<file path="config.mk">
export PLATFORM = sky130hd
export DESIGN_NAME = unidade_controle_jogada
export DESIGN_NICKNAME = d
export VERILOG_FILES = /design/src/rtl/unidade_controle_jogada.sv
export SDC_FILE = /design/constraint.sdc
export NUM_CORES = 1
export LEC_CHECK = 0
export CORE_MARGIN = 1.5
export CORE_UTILIZATION = 51
export DETAILED_ROUTE_END_ITERATION = 7
export GPL_TIMING_DRIVEN = 0
export PLACE_DENSITY = 0.88
export SETUP_SLACK_MARGIN = 0.15
export SLEW_MARGIN = 20
export SYNTH_ARGS = -nofsm -noshare
export SYNTH_HDL_FRONTEND = slang
export SYNTH_SLANG_ARGS = --single-unit
</file>
<file path="constraint.sdc">
create_clock -name clock -period 1.8 [get_ports clock]
set_input_delay 0.36 -clock clock [delete_from_list [all_inputs] [get_ports clock]]
set_output_delay 0.36 -clock clock [all_outputs]
set_load 0.03 [all_outputs]
</file>
<file path="src/rtl/unidade_controle_jogada.sv">
// -----------------------------------------------------------------------------
// unidade_controle_jogada
//
// Moore control unit for the play datapath: address counter, key register,
// 16x4 memory and comparator. It waits for a player move, loads the key
// register, checks the comparator and then either advances the address or
// ends the round. A round ends in a hit, a miss or a timeout.
//
// Parameters
//   TIMEOUT_CICLOS : clock cycles allowed in ESPERA before timeout (>= 2)
//
// Ports
//   clock        in   rising-edge system clock
//   reset        in   asynchronous active-high reset -> INICIAL, timer cleared
//   iniciar      in   start / restart request
//   jogada       in   one-cycle pulse: a key was pressed
//   igual        in   registered keys equal the memory word at current address
//   fim_contagem in   address counter is at its last address
//   zera_c       out  clear address counter
//   conta_c      out  increment address counter
//   zera_r       out  clear key register
//   registra_r   out  load key register
//   pronto       out  round finished (any end state)
//   acertou      out  all words matched
//   errou        out  mismatch or timeout
//   timeout      out  round ended by timeout
//   db_estado    out  current state code, for the 7-segment debug display
// -----------------------------------------------------------------------------
module unidade_controle_jogada #(
    parameter int TIMEOUT_CICLOS = 5000
) (
    input  logic       clock,
    input  logic       reset,
    input  logic       iniciar,
    input  logic       jogada,
    input  logic       igual,
    input  logic       fim_contagem,
    output logic       zera_c,
    output logic       conta_c,
    output logic       zera_r,
    output logic       registra_r,
    output logic       pronto,
    output logic       acertou,
    output logic       errou,
    output logic       timeout,
    output logic [3:0] db_estado
);

    localparam int TW = $clog2(TIMEOUT_CICLOS);
    localparam logic [TW-1:0] LIMITE = TW'(TIMEOUT_CICLOS - 1);

    // The encodings double as the debug display codes.
    typedef enum logic [3:0] {
        INICIAL     = 4'h0,
        PREPARACAO  = 4'h1,
        ESPERA      = 4'h2,
        REGISTRA    = 4'h4,
        COMPARACAO  = 4'h5,
        PROXIMO     = 4'h6,
        FIM_ACERTO  = 4'hA,
        FIM_TIMEOUT = 4'hD,
        FIM_ERRO    = 4'hE
    } estado_t;

    estado_t        estado_reg, estado_next;
    logic [TW-1:0]  timer_reg, timer_next;

    always_ff @(posedge clock or posedge reset) begin
        if (reset) begin
            estado_reg <= INICIAL;
            timer_reg  <= '0;
        end else begin
            estado_reg <= estado_next;
            timer_reg  <= timer_next;
        end
    end

    // Timer only runs while waiting for a move; it saturates at LIMITE so it
    // can never wrap, although the FSM leaves ESPERA on that same edge.
    always_comb begin
        timer_next = '0;
        if (estado_reg == ESPERA) begin
            if (timer_reg != LIMITE) begin
                timer_next = timer_reg + TW'(1);
            end else begin
                timer_next = timer_reg;
            end
        end
    end

    always_comb begin
        estado_next = estado_reg;
        case (estado_reg)
            INICIAL:     if (iniciar) estado_next = PREPARACAO;
            PREPARACAO:  estado_next = ESPERA;
            ESPERA: begin
                // A move on the last allowed cycle still counts.
                if (jogada) begin
                    estado_next = REGISTRA;
                end else if (timer_reg == LIMITE) begin
                    estado_next = FIM_TIMEOUT;
                end
            end
            REGISTRA:    estado_next = COMPARACAO;
            COMPARACAO: begin
                if (!igual) begin
                    estado_next = FIM_ERRO;
                end else if (fim_contagem) begin
                    estado_next = FIM_ACERTO;
                end else begin
                    estado_next = PROXIMO;
                end
            end
            PROXIMO:     estado_next = ESPERA;
            FIM_ACERTO,
            FIM_TIMEOUT,
            FIM_ERRO:    if (iniciar) estado_next = PREPARACAO;
            default:     estado_next = INICIAL;
        endcase
    end

    // Outputs depend on the state register only, so reset clears them at once.
    always_comb begin
        zera_c     = 1'b0;
        conta_c    = 1'b0;
        zera_r     = 1'b0;
        registra_r = 1'b0;
        pronto     = 1'b0;
        acertou    = 1'b0;
        errou      = 1'b0;
        timeout    = 1'b0;
        case (estado_reg)
            PREPARACAO: begin
                zera_c = 1'b1;
                zera_r = 1'b1;
            end
            REGISTRA:   registra_r = 1'b1;
            PROXIMO:    conta_c    = 1'b1;
            FIM_ACERTO: begin
                pronto  = 1'b1;
                acertou = 1'b1;
            end
            FIM_ERRO: begin
                pronto = 1'b1;
                errou  = 1'b1;
            end
            FIM_TIMEOUT: begin
                pronto  = 1'b1;
                errou   = 1'b1;
                timeout = 1'b1;
            end
            default: ;
        endcase
    end

    assign db_estado = estado_reg;

endmodule

</file>
==> results of run 1 <==
==> kinds of logic (layout without fill, tap and decap cells) <==
logic type	after synthesis	after routing
and+or+nand+nor	51	51
AOI/OAI and AO/OA	18	18
DFF	17	17
buffers and inverters	12	48
xor gates and xnor gates	9	9
adders and majority gates	1	1
muxes	1	1
==> how the worst min path moves through the flow <==
stage | to | slack [ps] | depth (start not counted)
detailed placement | timer_reg[12]$_DFFE_PP0P_ | 550 | 2
finish | timer_reg[0]$_DFFE_PP0P_ | 430 | 2
global placement | timer_reg[12]$_DFFE_PP0P_ | 530 | 2
floorplan | timer_reg[0]$_DFFE_PP0P_ | 290 | 1
CTS | timer_reg[11]$_DFFE_PP0P_ | 450 | 2
global route | timer_reg[0]$_DFFE_PP0P_ | 520 | 2
==> final cells by class <==
cell class                      count  area (um^2)  area share (%)
Multi-Input combinational cell     80        618.1           41.86
Sequential cell                    17        430.4           29.15
Timing Repair Buffer               32        284.0           19.24
Buffer                              6        63.81           4.322
Tap cell                           25        31.28           2.119
Clock buffer                        4        26.28           1.780
Inverter                            6        22.52           1.525
==> stage by stage <==
step	hold slack (ps)	power, mW
floorplan	285.8	1.235
global route	521.4	2.212
CTS	450.2	1.913
detailed placement	549.3	1.518
finish	433.6	2.126
global placement	525.4	1.490
==> synth_stat cells, types with 2 or more instances <==
cell type / count
sky130_fd_sc_hd__dfrtp_1: 17
sky130_fd_sc_hd__nor2_1: 14
sky130_fd_sc_hd__nand2_1: 7
sky130_fd_sc_hd__xnor2_1: 7
sky130_fd_sc_hd__inv_1: 6
sky130_fd_sc_hd__a21oi_1: 4
sky130_fd_sc_hd__nor3_1: 4
sky130_fd_sc_hd__nand2b_1: 3
sky130_fd_sc_hd__nand4_1: 3
sky130_fd_sc_hd__nor4_1: 3
sky130_fd_sc_hd__o21ai_0: 3
sky130_fd_sc_hd__a211oi_1: 2
sky130_fd_sc_hd__and3_1: 2
sky130_fd_sc_hd__buf_2: 2
sky130_fd_sc_hd__clkbuf_1: 2
sky130_fd_sc_hd__nand3_1: 2
sky130_fd_sc_hd__nand3b_1: 2
sky130_fd_sc_hd__nor3b_1: 2
sky130_fd_sc_hd__or3_1: 2
sky130_fd_sc_hd__xor2_1: 2
==> worst max-delay path, stage by stage, from the launching register on <==
cell	delay, ps
sky130_fd_sc_hd__dfrtp_2	420
sky130_fd_sc_hd__buf_6	130
sky130_fd_sc_hd__nand2b_4	150
sky130_fd_sc_hd__or2_4	240
sky130_fd_sc_hd__a21oi_4	120
sky130_fd_sc_hd__buf_6	140
==> repair_timing <==
action	4_1_cts	5_1_grt
endpoints found under the setup margin	15	23
buffers inserted	10	5
pin swaps	7	3
gates resized for setup	66	19
==> per-layer routing <==
| layer | share of wire (%) | wire length, um |
|---|---|---|
| met3 | 6.3 | 187 |
| met2 | 51 | 1520 |
| met4 | 2.8 | 83 |
| met1 | 40 | 1187 |
| met5 | 0 | 0 |
==> power by group through the flow <==
| stage | sequential [mW] | clock [mW] | combinational, mW |
|---|---|---|---|
| 2_1_floorplan | 0.584 | 0 | 0.651 |
| 6_report | 0.513 | 0.209 | 1.40 |
| 3_5_place_dp | 0.515 | 0 | 1.00 |
| 5_1_grt | 0.521 | 0.218 | 1.47 |
| 3_3_place_gp | 0.512 | 0 | 0.977 |
| 4_1_cts | 0.506 | 0.210 | 1.20 |
==> flow_metrics.tcl, run 1 <==
set metrics [dict create \
    status "finished, violations left" \
    violations_in_the_final_reports "setup timing" \
    initial_utilization_pct 56.42 \
    unrepaired_setup_endpoints_after_global_routing "true" \
    mostFrequentLayoutCell "sky130_fd_sc_hd__buf_4" \
    utilization_pct 82.81 \
    cts.sinks 17 \
    synth_top_area_cell "sky130_fd_sc_hd__dfrtp_1" \
    largest_net_degree_at_the_start_of_global_routing 18 \
    worstSetupStartpoint "db_estado[1]$_DFFE_PP0P_" \
    total_of_fill_cells_in_the_finished_design 104 \
    ys_async_sr_fraction_pct 100.0 \
    synthesis.area_per_instance_um2 9.229 \
    grt_most_used_layer "met2" \
    nets_in_the_synthesized_netlist 116 \
    setup.reg_to_reg.worst_slack_ps 20 \
    worstRegToRegCells 6 \
    worst_pin_slew_ps 624.3 \
    post_synth_inst_count 109 \
    die-height_um 47.41 \
    power_density_nw_per_um2 1440 \
    power_report.internal_total_mw 1.199 \
    synth.area.top_cells "sky130_fd_sc_hd__dfrtp_1 42%, sky130_fd_sc_hd__xnor2_1 6.1%, sky130_fd_sc_hd__nor2_1 5.2%" \
    drive_gt1_share_pct 37.24 \
    detailed_router_s_first_iteration_violation_count 36 \
    grt.total_usage_pct 28.15 \
    cts.hold.buffers_added 0 \
    num_vias 1010 \
    cp_data_required_time_ps 1440 \
    placement.cell_area_um2 1266 \
    grt_pass1_vias 933 \
    die_outline_area_um2 2248 \
    route.detailed.vias_per_inst 5.941 \
    clock_root_buffer "sky130_fd_sc_hd__clkbuf_4" \
    synth_top_family_by_area "simple AND/OR/NAND/NOR gates" \
    final_min_period_over_clock_period_pct 103.5 \
    fin_area_um2 1476 \
    clockBufferDepth 2 \
    postLayoutSetupSlackWorst_ps -63.72 \
    max_cap_viol_count 0 \
    synth-adder-area-share_pct 1.244 \
    hpwl_after_detailed_placement_mm 1.627 \
    clock-skew-final_ps 2.064 \
    power.switching_fraction_pct 43.61 \
    share_of_total_power_in_sequential_cells_pct 24.1 \
    timing.fmax_mhz 536.6 \
    worst_r2r_startpoint "db_estado[1]$_DFFE_PP0P_" \
    flow.area_growth_from_synthesis_pct 46.77 \
    worst_setup_path_endpoint "pronto" \
    irDropWorstVdd_uv 1084 \
    synth-seq-area-share_pct 42.29 \
    global_route_wire_length_before_repair_mm 4.264 \
    fin_crit_ps 1864 \
    globalplace.congestion 0.7995 \
    synth.distinct_cells 40 \
    core_region_area_um2 1783 \
    io-pin-count 18 \
    grt_util_met2_pct 47.57 \
    flip_flop_cell_with_the_highest_count_after_synthesis "sky130_fd_sc_hd__dfrtp_1" \
    crit_fanout 8 \
    number_of_synthesized_flops_with_an_enable_pin 0 \
    number_of_warnings_printed_during_yosys_synthesis 0 \
    grt_util_met3_pct 4.528 \
    placed_cells_incl_taps 151 \
    cell_area_after_technology_mapping_um2 1006 \
    cts_tree "done" \
    arrival_ps 1500 \
    number_of_diodes 0 \
    hold_viol_final 0 \
    place.port_buffers 17 \
    ys_seq_elements 17 \
    wl_mm 2.978 \
    wire_per_inst_um 17.52 \
    final-setup-viol-count 4 \
    largest_register_ffs 13 \
    power_frac_comb_pct 66.0 \
    cts_buffers 3 \
    worst_hold_path_type "input port to async pin" \
    final_net_count 153 \
    antenna_left 0 \
    critical_path.startpoint_type "flip-flop" \
    remaining_global_route_overflow 0 \
    placementRows 15 \
    synth_compound_gate_area_share_pct 13.81 \
    dp_worst_setup_slack_ps -380.6 \
    p_leak_nw 0.6164 \
    insertion_delay_ps 290 \
    drt_pre_antenna_iters 4 \
    synthMuxAreaShare_pct 0.9950 \
    cts_htree_levels 1 \
    maxSlewViolCount 0 \
    nature_of_the_critical_path_endpoint "primary output" \
    power_frac_clock_pct 9.8 \
    die_span_in_x_um 47.41 \
    synth_top_cell_area_share_pct 42.29 \
    antenna_violations_before_repair 0 \
    leading_cell_types_in_the_layout_fill_and_taps_excluded "17 x sky130_fd_sc_hd__buf_4, 13 x sky130_fd_sc_hd__nor2_1, 13 x sky130_fd_sc_hd__dfrtp_1" \
    post_synth_xor_area_fraction_pct 7.836 \
    timing.setup.critical_path_class "flip-flop to primary output" \
    max_slew_margin_pct 58.33 \
    final-instance-count-excl-fill 170 \
    drt_drc_violations_left 0 \
    finalSetupTns_ps -157.6 \
    post_synth_and_or_nand_nor_area_fraction_pct 27.99 \
    power.net_switching_uw 927.2 \
    end_of_the_worst_register_to_register_path "db_estado[0]$_DFFE_PP0P_" \
    cts.reportedPaths.clkPinSlew_ps 100 \
    gr-usage-met1_pct 35.84 \
]
Note: power is estimated with default switching activity, not from simulation.
==> run 2, diff against run 1 <==
ABC_AREA = 1   (was not set)
CORE_UTILIZATION = 52   (was 51)
PLACE_DENSITY = 0.78   (was 0.88)
==> flow_metrics.tcl, run 2 <==
set metrics [dict create \
    maxSlewViolCount 0 \
    final_net_count 202 \
    detailed_router_s_first_iteration_violation_count 29 \
    synthMuxAreaShare_pct 0 \
    cp_data_required_time_ps 1440 \
    num_vias 1108 \
    synth_top_family_by_area "simple AND/OR/NAND/NOR gates" \
    global_route_wire_length_before_repair_mm 4.215 \
    irDropWorstVdd_uv 1034 \
    fin_crit_ps 1680 \
    p_leak_nw 0.6979 \
    post_synth_and_or_nand_nor_area_fraction_pct 45.50 \
    drt_pre_antenna_iters 4 \
    synth_top_cell_area_share_pct 37.74 \
    arrival_ps 1320 \
    nets_in_the_synthesized_netlist 173 \
    timing.setup.critical_path_class "flip-flop to primary output" \
    synth_common_cells "48 x sky130_fd_sc_hd__nand2_1, 25 x sky130_fd_sc_hd__nor2_1, 17 x sky130_fd_sc_hd__dfrtp_1, 17 x sky130_fd_sc_hd__inv_1, 12 x sky130_fd_sc_hd__nand3_1" \
    grt_pass1_vias 992 \
    cts.sinks 17 \
    post_synth_xor_area_fraction_pct 2.331 \
    wire_per_inst_um 11.69 \
    drt_drc_violations_left 0 \
    largest_net_degree_at_the_start_of_global_routing 18 \
    cell_area_after_technology_mapping_um2 1127 \
    power_report.internal_total_uw 975.6 \
    flip_flop_cell_with_the_highest_count_after_synthesis "sky130_fd_sc_hd__dfrtp_1" \
    die-height_um 49.56 \
    placementRows 16 \
    cts_htree_levels 1 \
    clock_root_buffer "sky130_fd_sc_hd__clkbuf_4" \
    critical_path.startpoint_type "flip-flop" \
    ys_async_sr_fraction_pct 100.0 \
    crit_path_top_delay_cell "sky130_fd_sc_hd__dfrtp_2" \
    cpPeakStageDelay_ps 480 \
    synth-adder-area-share_pct 1.110 \
    antenna_violations_before_repair 0 \
    worst_hold_slack_ps 423.9 \
    initial_utilization_pct 56.31 \
    power_frac_clock_pct 10.8 \
    max_slew_margin_pct 58.75 \
    core_region_area_um2 2002 \
    detail_route.wirelength.met1_mm 1.241 \
    metal3_wl_um 108 \
    nature_of_the_critical_path_endpoint "primary output" \
    utilization_pct 72.81 \
    ys_seq_elements 17 \
    max_cap_viol_count 0 \
    number_of_synthesized_flops_with_an_enable_pin 0 \
    finalPower_mw 1.937 \
    worst_hold_path_type "input port to async pin" \
    globalplace.congestion 0.8586 \
    power_frac_comb_pct 60.2 \
    family_with_the_most_delay_on_the_worst_path "flip-flops" \
    synth-seq-area-share_pct 37.74 \
    place.port_buffers 17 \
    status "completed" \
    io-pin-count 18 \
    synth.distinct_cells 22 \
    route.detailed.vias_per_inst 5.014 \
    largest_register_ffs 13 \
    power.switching_fraction_pct 49.64 \
    top_layer_used "met4" \
    insertion_delay_ps 300 \
    hpwl_after_detailed_placement_mm 1.835 \
    routed-wl-met2_mm 1.225 \
    number_of_diodes 0 \
    die_span_in_x_um 49.56 \
    number_of_warnings_printed_during_yosys_synthesis 0 \
    grt.total_usage_pct 22.27 \
    placed_cells_incl_taps 210 \
    post_synth_inst_count 166 \
    final-setup-viol-count 0 \
    clockBufferDepth 2 \
    final-instance-count-excl-fill 221 \
    drive_gt1_share_pct 29.38 \
    unrepaired_setup_endpoints_after_global_routing "true" \
    remaining_global_route_overflow 0 \
    cts.reportedPaths.clkPinSlew_ps 100 \
    synth_compound_gate_area_share_pct 4.994 \
    cts_buffers 3 \
    power_density_nw_per_um2 1329 \
    worst_pin_slew_ps 618.1 \
    timing.fmax_mhz 595.2 \
    power.net_switching_uw 961.7 \
    die_outline_area_um2 2456 \
    flow.area_growth_from_synthesis_pct 29.30 \
    clock-skew-final_ps 8.401 \
    cts_tree "done" \
    final_min_period_over_clock_period_pct 93.34 \
    worstPathBufferInverterCount 2 \
    mostFrequentLayoutCell "sky130_fd_sc_hd__nand2_1" \
    leading_cell_types_in_the_layout_fill_and_taps_excluded "44 x sky130_fd_sc_hd__nand2_1, 22 x sky130_fd_sc_hd__nor2_1, 15 x sky130_fd_sc_hd__inv_1" \
    synth_top_area_cell "sky130_fd_sc_hd__dfrtp_1" \
    antenna_left 0 \
    synthesis.area_per_instance_um2 6.791 \
    most_frequent_cell_after_synthesis "sky130_fd_sc_hd__nand2_1" \
    crit_fanout 6 \
    synth.area.top_cells "sky130_fd_sc_hd__dfrtp_1 38%, sky130_fd_sc_hd__nand2_1 16%, sky130_fd_sc_hd__nor2_1 8.3%" \
    wl_mm 2.584 \
    share_of_total_power_in_sequential_cells_pct 29.0 \
    hold_viol_final 0 \
    crit_path_cell_trace "inv_4 -> nor2_2 -> nand2_2 -> nand2_1 -> buf_4" \
]
## run 2: cell count changes after synthesis, moves of 3 or more
cell                       previous run  this run
sky130_fd_sc_hd__xnor2_1              7         1
sky130_fd_sc_hd__inv_1                6        17
sky130_fd_sc_hd__nand2_4              0         3
sky130_fd_sc_hd__nand2_2              0         4
sky130_fd_sc_hd__nor4_1               3         0
sky130_fd_sc_hd__nand2_1              7        48
sky130_fd_sc_hd__inv_2                0         5
sky130_fd_sc_hd__nand2b_1             3         0
sky130_fd_sc_hd__nor2_2               1         8
sky130_fd_sc_hd__nor2_1              14        25
sky130_fd_sc_hd__nand3_1              2        12
## run 2: path summary, 6_finish.rpt
| kind | startpoint | to | slack, ps | depth (start not counted) |
|---|---|---|---|---|
| hold / removal | reset | timer_reg[9]$_DFFE_PP0P_ | 420 | 2 |
| max in group asynchronous | reset | db_estado[1]$_DFFE_PP0P_ | 930 | 2 |
| setup reg to reg | db_estado[0]$_DFFE_PP0P_ | db_estado[2]$_DFFE_PP0P_ | 300 | 8 |
| hold reg to reg | timer_reg[1]$_DFFE_PP0P_ | timer_reg[1]$_DFFE_PP0P_ | 530 | 2 |
| setup / recovery | db_estado[1]$_DFFE_PP0P_ | errou | 120 | 5 |
| min in group clock | timer_reg[1]$_DFFE_PP0P_ | timer_reg[1]$_DFFE_PP0P_ | 530 | 2 |
## run 2: layout make-up
cell class	count	area (um^2)
multi-input combinational	125	665.6
fill	154	544.3
sequential	17	430.4
timing repair buffer	24	202.7
inverter	23	91.34
tap	27	33.78
clock buffer	4	26.28
buffer	1	7.507
## run 2: cell families (layout without fill, tap and decap cells)
family / after synthesis / after routing
fa+ha+maj: 1 / 1
flops: 17 / 17
compound gates: 11 / 11
buf+inv: 24 / 52
simple gates: 110 / 110
xor+xnor: 3 / 3
## run 2: what timing repair did
action | in CTS | in global routing
buffers inserted | 3 | 4
pin swaps | 1 | 2
hold endpoints to repair | 0 | 0
hold buffers | 0 | 0
endpoints found under the setup margin | 12 | 9
resized for setup | 55 | 20
## run 2: metal layers
metal  GRT usage [%]  vias to the layer above
li1                -                      575
met1           32.68                      507
met2           33.56                       24
met3           5.455                        2
met4           4.167                        0
met5               0                        -
## run 2: per-stage QoR
| stage | setup TNS [ps] | instance area, um^2 | setup WS, ps |
|---|---|---|---|
| after global placement | -720.1 | 1353 | -174.7 |
| final | 0 | 1458 | 119.8 |
| after detailed placement | -909.7 | 1353 | -191.0 |
| after floorplan | 0 | 1149 | 188.1 |
| after global routing | 0 | 1458 | 10.99 |
| after CTS | 0 | 1380 | 74.55 |
## run 2: power groups by stage
stage | Clock, mW | Sequential [mW] | Combinational (mW)
after floorplan | 0 | 0.603 | 0.653
after global placement | 0 | 0.545 | 0.996
after detailed placement | 0 | 0.549 | 1.01
after CTS | 0.210 | 0.543 | 1.02
after global routing | 0.227 | 0.574 | 1.26
final | 0.209 | 0.563 | 1.17
==> run 3, diff against run 2 <==
CORE_UTILIZATION = 50   (was 52)
PLACE_DENSITY = 0.75   (was 0.78)
==> flow_metrics.tcl, run 3 (synthesis results as in run 2) <==
set metrics [dict create \
    drt_drc_violations_left 0 \
    nature_of_the_critical_path_endpoint "primary output" \
    globalplace.congestion 0.8676 \
    placementRows 17 \
    core_region_area_um2 2170 \
    antenna_left 0 \
    final_net_count 205 \
    hold_viol_final 0 \
    critical_path.startpoint_type "flip-flop" \
    cts_buffers 3 \
    timing.setup.critical_path_class "flip-flop to primary output" \
    irDropWorstVdd_uv 1155 \
    drt_pre_antenna_iters 4 \
    unrepaired_setup_endpoints_after_global_routing "true" \
    antenna_violations_before_repair 0 \
    mostFrequentLayoutCell "sky130_fd_sc_hd__nand2_1" \
    number_of_diodes 0 \
    clock_root_buffer "sky130_fd_sc_hd__clkbuf_4" \
    worst_hold_path_type "input port to async pin" \
    hpwl_after_detailed_placement_mm 1.862 \
    die_span_in_x_um 50.49 \
    cts_tree "done" \
    max_slew_margin_pct 57.65 \
    clock-skew-final_ps 6.542 \
    maxSlewViolCount 0 \
    remaining_global_route_overflow 0 \
    insertion_delay_ps 300 \
    die-height_um 50.49 \
    fin_crit_ps 1702 \
    route.detailed.vias_per_inst 5.049 \
    grt_pass1_vias 1053 \
    crit_fanout 5 \
    largest_register_ffs 13 \
    cts.hold.buffers_added 0 \
    largest_net_degree_at_the_start_of_global_routing 18 \
    wl_mm 2.730 \
    wire_per_inst_um 12.13 \
    clockBufferDepth 2 \
    status "completed" \
    cts_htree_levels 1 \
    power_density_nw_per_um2 1343 \
    leading_cell_types_in_the_layout_fill_and_taps_excluded "45 x sky130_fd_sc_hd__nand2_1, 22 x sky130_fd_sc_hd__nor2_1, 15 x sky130_fd_sc_hd__inv_1" \
    drive_gt1_share_pct 29.95 \
    global_route_wire_length_before_repair_mm 4.298 \
    io-pin-count 18 \
    max_cap_viol_count 0 \
    worst_pin_slew_ps 634.5 \
    initial_utilization_pct 51.96 \
    grt.total_usage_pct 22.15 \
    die_outline_area_um2 2549 \
    place.port_buffers 17 \
    arrival_ps 1340 \
    flow.area_growth_from_synthesis_pct 34.07 \
    cp_data_required_time_ps 1440 \
    utilization_pct 69.67 \
    final-setup-viol-count 0 \
    cts.sinks 17 \
    num_vias 1136 \
    timing.fmax_mhz 587.5 \
    cts.reportedPaths.clkPinSlew_ps 100 \
    final_min_period_over_clock_period_pct 94.57 \
    detailed_router_s_first_iteration_violation_count 21 \
    finalSetupTns_ps 0 \
    p_leak_nw 0.7190 \
]
## run 3: metrics by stage
step | total power, mW | cells | worst slack [ps] | cell area, um^2 | hold slack [ps]
CTS | 1.784 | 218 | 49.09 | 1391 | 457.8
detailed placement | 1.555 | 211 | -171.9 | 1354 | 510.7
global route | 2.140 | 225 | 45.84 | 1511 | 511.5
global placement | 1.536 | 211 | -161.7 | 1354 | 492.9
finish | 2.029 | 225 | 97.77 | 1511 | 432.1
floorplan | 1.256 | 166 | 188.1 | 1149 | 286.0
## run 3: metal layers
layer  part of all wire, %  wire (um)  GRT usage (%)  up-vias
li1                      -          -              -      583
met1                    41       1110          24.43      514
met2                    52       1428          40.13       29
met3                   3.4         93          2.679       10
met4                   3.6         97          13.51        0
met5                     0          0              0        -
## run 3: path summary, 6_finish.rpt
path,startpoint,endpoint,slack (ps),depth (start not counted)
max in group asynchronous,reset,db_estado[0]$_DFFE_PP0P_,920,2
max reg2reg,db_estado[0]$_DFFE_PP0P_,timer_reg[1]$_DFFE_PP0P_,350,8
min in group clock,timer_reg[1]$_DFFE_PP0P_,timer_reg[1]$_DFFE_PP0P_,540,2
min reg2reg,timer_reg[1]$_DFFE_PP0P_,timer_reg[1]$_DFFE_PP0P_,540,2
max,db_estado[0]$_DFFE_PP0P_,registra_r,100,5
min,reset,timer_reg[6]$_DFFE_PP0P_,430,2
## run 3: power breakdown
part	internal, mW	switching, mW	leakage [nW]
sequential	0.447	0.108	0.227
combinational	0.488	0.779	0.474
clock	0.0828	0.125	0.0177
total	1.02	1.01	0.719
## run 3: repair_timing
item                       in CTS  in global routing
buffers inserted                3                  7
setup endpoints to repair      12                  8
gates resized for setup        58                 20
pin swaps                       0                  4
cloned                          0                  0
## run 3: critical path, stage by stage, from the launching register on
cell and delay (ps):
sky130_fd_sc_hd__dfrtp_2 470, sky130_fd_sc_hd__buf_4 170, sky130_fd_sc_hd__nor2_2 110, sky130_fd_sc_hd__nand3_2 100
sky130_fd_sc_hd__inv_1 70, sky130_fd_sc_hd__buf_6 130
## run 3: cell type report
| type | count | area (um^2) |
|---|---|---|
| fillers | 185 | 658.1 |
| well taps | 28 | 35.03 |
| inverters | 23 | 91.34 |
| repair buffers | 27 | 242.7 |
| multi-input cells | 125 | 673.1 |
| flip-flops and latches | 17 | 430.4 |
| clock buffers | 3 | 22.52 |
| plain buffers | 1 | 11.26 |
| clock inverters | 1 | 5.005 |
